File: config.mk
export PLATFORM = sky130hd
export DESIGN_NAME = sobel_window_ctrl
export DESIGN_NICKNAME = d
export VERILOG_FILES = /design/src/rtl/sobel_window_ctrl.sv
export SDC_FILE = /design/constraint.sdc
export NUM_CORES = 1
export LEC_CHECK = 0
export BUFFER_PORTS_ARGS = -buffer_cell sky130_fd_sc_hd__buf_2
export CORE_MARGIN = 3
export CORE_UTILIZATION = 45
export DETAILED_ROUTE_END_ITERATION = 16
export GPL_ROUTABILITY_DRIVEN = 0
export GPL_TIMING_DRIVEN = 0
export PLACE_DENSITY = 0.76
export REMOVE_ABC_BUFFERS = 1
export SYNTH_ARGS = -nofsm -noshare
export SYNTH_HDL_FRONTEND = slang
export SYNTH_SLANG_ARGS = --single-unit
File: constraint.sdc
create_clock -name clk -period 8 [get_ports clk]
set_input_delay 1.6 -clock clk [delete_from_list [all_inputs] [get_ports clk]]
set_output_delay 1.6 -clock clk [all_outputs]
set_load 0.02 [all_outputs]
File: src/rtl/sobel_window_ctrl.sv
// sobel_window_ctrl: raster sequencer for the 3x3 Sobel datapath.
// Walks every interior pixel of an IMG_W x IMG_H row-major image, fetches
// its nine neighbours through the single read port and offers them as one
// packed window to the gradient core over valid/ready.
// Optional build macro: SOBEL_CTRL_STALL_CNT_EN enables the backpressure
// counter on stall_cnt; without it stall_cnt is tied to zero.
//
// state    | meaning
// ---------+-----------------------------------------------------------
// S_IDLE   | waiting for start; i=1, j=1
// S_FETCH  | nine read cycles, q=0..8, slot q-1 captured for q>=1
// S_LAST   | no read; last slot (P8) captured
// S_PRESENT| window offered; held until win_ready
// S_DONE   | one-cycle done pulse, then back to S_IDLE

module sobel_window_ctrl #(
  parameter int IMG_W  = 64,
  parameter int IMG_H  = 64,
  parameter int ADDR_W = 12,
  parameter int PIX_W  = 8
) (
  input  logic                 clk,
  input  logic                 rst,
  input  logic                 start,
  output logic                 busy,
  output logic                 done,
  output logic                 rd_en,
  output logic [ADDR_W-1:0]    rd_addr,
  input  logic [PIX_W-1:0]     rd_data,
  output logic                 win_valid,
  input  logic                 win_ready,
  output logic [9*PIX_W-1:0]   win_data,
  output logic [ADDR_W-1:0]    win_addr,
  output logic [15:0]          stall_cnt
);

  typedef enum logic [2:0] {S_IDLE, S_FETCH, S_LAST, S_PRESENT, S_DONE} state_t;

  localparam logic [ADDR_W-1:0] W_A    = ADDR_W'(IMG_W);
  localparam logic [ADDR_W-1:0] ONE_A  = ADDR_W'(1);
  localparam logic [ADDR_W-1:0] I_LAST = ADDR_W'(IMG_H - 2);
  localparam logic [ADDR_W-1:0] J_LAST = ADDR_W'(IMG_W - 2);

  state_t              state, state_nxt;
  logic [3:0]          q;
  logic [ADDR_W-1:0]   row_i, col_j;
  logic [ADDR_W-1:0]   centre, fetch_addr;
  logic [PIX_W-1:0]    slot [9];
  logic                start_ok, xfer, last_win;

  assign centre   = row_i * W_A + col_j;
  assign start_ok = (state == S_IDLE) && start;
  assign xfer     = (state == S_PRESENT) && win_ready;
  assign last_win = (row_i == I_LAST) && (col_j == J_LAST);

  // Neighbour address for fetch step q: row offset q/3, column offset q%3.
  always_comb begin
    fetch_addr = centre;
    case (q)
      4'd0:    fetch_addr = centre - W_A - ONE_A;
      4'd1:    fetch_addr = centre - W_A;
      4'd2:    fetch_addr = centre - W_A + ONE_A;
      4'd3:    fetch_addr = centre - ONE_A;
      4'd4:    fetch_addr = centre;
      4'd5:    fetch_addr = centre + ONE_A;
      4'd6:    fetch_addr = centre + W_A - ONE_A;
      4'd7:    fetch_addr = centre + W_A;
      4'd8:    fetch_addr = centre + W_A + ONE_A;
      default: fetch_addr = centre;
    endcase
  end

  // State register.
  always_ff @(posedge clk) begin
    if (rst) state <= S_IDLE;
    else     state <= state_nxt;
  end

  // Next-state decode and all handshake/read-port outputs.
  always_comb begin
    state_nxt = state;
    busy      = 1'b0;
    done      = 1'b0;
    rd_en     = 1'b0;
    rd_addr   = '0;
    win_valid = 1'b0;
    win_addr  = '0;
    case (state)
      S_IDLE: begin
        if (start) state_nxt = S_FETCH;
      end
      S_FETCH: begin
        busy    = 1'b1;
        rd_en   = 1'b1;
        rd_addr = fetch_addr;
        if (q == 4'd8) state_nxt = S_LAST;
      end
      S_LAST: begin
        busy      = 1'b1;
        state_nxt = S_PRESENT;
      end
      S_PRESENT: begin
        busy      = 1'b1;
        win_valid = 1'b1;
        win_addr  = centre;
        if (win_ready) state_nxt = last_win ? S_DONE : S_FETCH;
      end
      S_DONE: begin
        done      = 1'b1;
        state_nxt = S_IDLE;
      end
      default: state_nxt = S_IDLE;
    endcase
  end

  // Fetch step counter, raster position and window slot capture.
  always_ff @(posedge clk) begin
    if (rst) begin
      q     <= '0;
      row_i <= ONE_A;
      col_j <= ONE_A;
      for (int k = 0; k < 9; k++) slot[k] <= '0;
    end else begin
      case (state)
        S_IDLE: begin
          if (start_ok) begin
            q     <= '0;
            row_i <= ONE_A;
            col_j <= ONE_A;
          end
        end
        S_FETCH: begin
          q <= q + 4'd1;
          if (q != 4'd0) slot[q - 4'd1] <= rd_data;
        end
        S_LAST: begin
          slot[8] <= rd_data;
          q       <= '0;
        end
        S_PRESENT: begin
          if (xfer) begin
            q <= '0;
            if (col_j == J_LAST) begin
              col_j <= ONE_A;
              row_i <= row_i + ONE_A;
            end else begin
              col_j <= col_j + ONE_A;
            end
          end
        end
        S_DONE: begin
          row_i <= ONE_A;
          col_j <= ONE_A;
        end
        default: q <= '0;
      endcase
    end
  end

  for (genvar g = 0; g < 9; g++) begin : g_pack
    assign win_data[g*PIX_W +: PIX_W] = slot[g];
  end

`ifdef SOBEL_CTRL_STALL_CNT_EN
  logic [15:0] stall_q;

  // Saturating count of presented-but-not-accepted cycles for this frame.
  always_ff @(posedge clk) begin
    if (rst || start_ok)
      stall_q <= '0;
    else if ((state == S_PRESENT) && !win_ready && (stall_q != 16'hFFFF))
      stall_q <= stall_q + 16'd1;
  end

  assign stall_cnt = stall_q;
`else
  assign stall_cnt = '0;
`endif

endmodule

==> impl_metrics.py <==
metrics = {
    "global_routing": {
        "antenna_found_initial": 0,
        "grt_max_degree": 25,
        "gr-total-overflow": 0,
        "grt_use_total_pct": 20.1,
        "grt_pass1_vias": 4597,
        "grt_pass1_wl_um": 23800,
    },
    "route": {
        "num_vias": 5072,
        "antenna_left": 0,
        "drtIter0Drc": 380,
        "dr_wl_met3_um": 1200,
        "wl_met2_um": 6870,
        "wl_per_cell_um": 16.4,
        "vias_per_cell": 5.52,
        "first_pass_iters": 4,
        "drcViolationCount": 0,
        "highest-signal-layer": "met4",
        "routed_wl_um": 15100,
        "wl_met1_um": 6710,
    },
    "power": {
        "irDropWorstVdd_mv": 0.100,
        "pwr-share-comb_pct": 12.3,
        "p_clk_share_pct": 37.4,
        "p_leak_nw": 2.87,
        "p_sw_share_pct": 27.8,
        "pwr_density_cell_nw_per_um2": 166,
        "power_mw": 1.17,
        "p_seq_share_pct": 50.2,
        "internal_power_mw": 0.847,
        "switchingPower_mw": 0.326,
    },
    "job": {
        "drv_cap": 0,
    },
    "yosys": {
        "synth_compound_area_share_pct": 13.4,
        "syn_inst": 653,
        "synthMuxAreaShare_pct": 1.17,
        "synth-async-reset-ratio_pct": 0,
        "synthesis.area_um2": 6190,
        "synth_cell_types": 73,
        "ys_warn_count": 0,
        "synth_ff_type": "edfxtp_1",
        "yosysSeqAreaShare_pct": 44.9,
        "synthSimpleGateAreaFrac_pct": 25.7,
        "synth_xor_area_share_pct": 5.94,
        "synth_top_cell_by_area": "edfxtp_1",
        "syn_area_per_cell_um2": 9.48,
        "synth-seq-cells": 103,
        "synth_edf_count": 72,
        "yosys.area.top_type_share_pct": 34.9,
        "synth_top_family_by_area": "simple AND/OR/NAND/NOR gates",
        "yosys.area_share.adder_pct": 3.56,
        "synthTopCellsByArea": "edfxtp_1 35%, dfxtp_1 10%, and2_1 8.4%",
    },
    "placement": {
        "dpl_cell_area_um2": 6750,
        "numPortBuffers": 111,
        "dp_hpwl_um": 10800,
    },
    "clock_network": {
        "postCtsSetupRepairBufs": 0,
        "cts.htree.levels": 3,
        "cts_root_buf": "clkbuf_16",
        "cts_buffers": 9,
        "cts-resized-gates": 0,
        "cts_tree": "done",
        "clock_path_buffers": 2,
        "cts.sinks": 103,
        "clk_pin_slew_ns": 0.08,
        "holdBufCountCts": 0,
        "clock_latency_ns": 0.35,
    },
    "status": {
        "outcome": "completed",
    },
    "timing": {
        "slew_headroom_pct": 14.3,
        "setup_violations": 0,
        "drv_slew": 0,
        "min_period_ns": 5.69,
        "hold_viol": 0,
        "worst_pin_slew_ns": 1.27,
        "period_share_pct": 71.1,
        "fmax_mhz": 176,
        "tns_ns": 0,
        "finClkSkew_ns": 0.0108,
        "hold_ws_ns": 0.536,
        "rsz0062_at_grt": "false",
    },
    "die": {
        "core_um2": 13300,
        "ioPinCount": 128,
        "std_cell_rows": 42,
        "initial_core_util_pct": 46.4,
        "design.die.area_um2": 15200,
        "die_h_um": 123,
        "die_width_um": 123,
    },
    "worst_setup_path": {
        "critical_path_class": "register to primary output",
        "crit_family": "adder cells",
        "cpPeakStageDelay_ns": 0.81,
        "crit_path_max_fanout": 11,
        "critPathArrivalTime_ns": 4.09,
        "end_kind": "primary output",
        "cp_slowest_cell": "fa_1",
        "path_common_cell": "ha_1",
        "crit_buf_inv": 2,
        "cp-start-kind": "register",
        "path_cells": "ha_1 > fa_1 > inv_1 > ha_1 > and3_1 > o31ai_1 > a21oi_1 > nand2_1 > nor2_1 > xnor2_1 > a221oi_1 > a211oi_1 > buf_2",
        "worst_ep_required_time_ns": 6.40,
    },
    "layout": {
        "antennaDiodeCount": 0,
        "nFillCells": 1210,
        "drive_gt1_share_pct": 21.4,
        "stdcell_area_um2": 7060,
        "final_nets": 767,
        "area_delta_synth_final_pct": 13.9,
    },
    "worst_hold_path": {
        "hold_class": "register to register",
    },
}
[synth_stat cells, drive strengths merged (13+ instances only)]
master	count
xor2	15
nand2	51
and2	84
ha	16
xnor2	21
dfxtp	31
buf	27
o21ai	30
nor3	22
a21oi	28
nand3	20
nor2	76
clkbuf	25
a221oi	13
edfxtp	72
[worst register-to-register path, delay by kind of cell (launching register included)]
family                     cells  cell delay (ns)
buffers and inverters          1             0.16
and+or+nand+nor                4             1.69
AOI/OAI and AO/OA              3             0.31
DFF                            1             0.43
adders and majority gates      1             0.33
[power by group through the flow]
stage,Sequential [mW],Combinational (mW),Clock (mW)
floorplan,0.618,0.0792,0
global placement,0.601,0.141,0
detailed placement,0.602,0.143,0
CTS,0.589,0.144,0.448
global route,0.591,0.157,0.468
finish,0.589,0.145,0.439
[cells by family after synthesis]
| kind of cell | Yosys count |
|---|---|
| other | 1 |
| buffers and inverters | 64 |
| multiplexers | 6 |
| AND/OR/NAND/NOR | 307 |
| XOR/XNOR | 37 |
| AO/OA/AOI/OAI | 118 |
| flip-flops | 103 |
| adder cells (fa/ha/maj) | 17 |
[area by class of cell]
| type | instances | area [µm²] | area share [%] |
|---|---|---|---|
| sequential | 103 | 2780 | 39.4 |
| clock inverter | 7 | 73.8 | 1.05 |
| timing repair buffer | 111 | 556 | 7.87 |
| multi-input combinational | 501 | 3150 | 44.7 |
| tap | 176 | 220 | 3.12 |
| inverter | 12 | 45.0 | 0.638 |
| clock buffer | 9 | 225 | 3.19 |
[cells in the final DEF (no fill, tap or decap), types with 5 or more instances in the layout]
master	count
nor2b_1	5
a21oi_1	24
or2_2	8
o21ai_0	27
nor4_1	5
nor2_1	75
buf_2	111
nand2_1	51
a221oi_2	5
and2_1	83
ha_1	16
clkbuf_16	9
or3_1	5
dfxtp_1	31
nand3_1	20
a211oi_1	5
conb_1	16
a221oi_1	8
nor3_1	19
edfxtp_1	72
xnor2_1	18
inv_1	11
and3_1	9
mux2i_1	5
a31oi_1	7
xor2_1	14
[final timing paths]
check | depth (start not counted) | start | endpoint | slack, ns
max | 13 | col_j[6]$_SDFFE_PP0P_ | rd_addr[10] | 2.31
min | 1 | col_j[11]$_SDFFE_PP0P_ | col_j[11]$_SDFFE_PP0P_ | 0.54
max reg2reg | 9 | q[0]$_SDFFE_PP0P_ | slot[7][4]$_SDFFCE_PN0P_ | 4.77
min reg2reg | 1 | col_j[11]$_SDFFE_PP0P_ | col_j[11]$_SDFFE_PP0P_ | 0.54
[per-stage QoR]
stage | cells | util, % | setup WS [ns]
after global routing | 919 | 52.9 | 2.09
after detailed placement | 903 | 50.6 | 2.77
after CTS | 919 | 52.8 | 2.35
after floorplan | 616 | - | 3.07
final | 919 | 52.9 | 2.31
after global placement | 903 | 50.6 | 2.75
[layer usage]
metal / global-route usage (%) / up-vias
met2: 32.3 / 246
met3: 3.66 / 33
met5: 0 / -
met4: 6.71 / 0
li1: - / 2457
met1: 27.4 / 2336
[state kept, by name (all words and copies together), names as in the netlist]
name   count
slot      72
col_j     12
row_i     12
q          4
state      3
No activity file was read; power rests on OpenSTA's default activity.
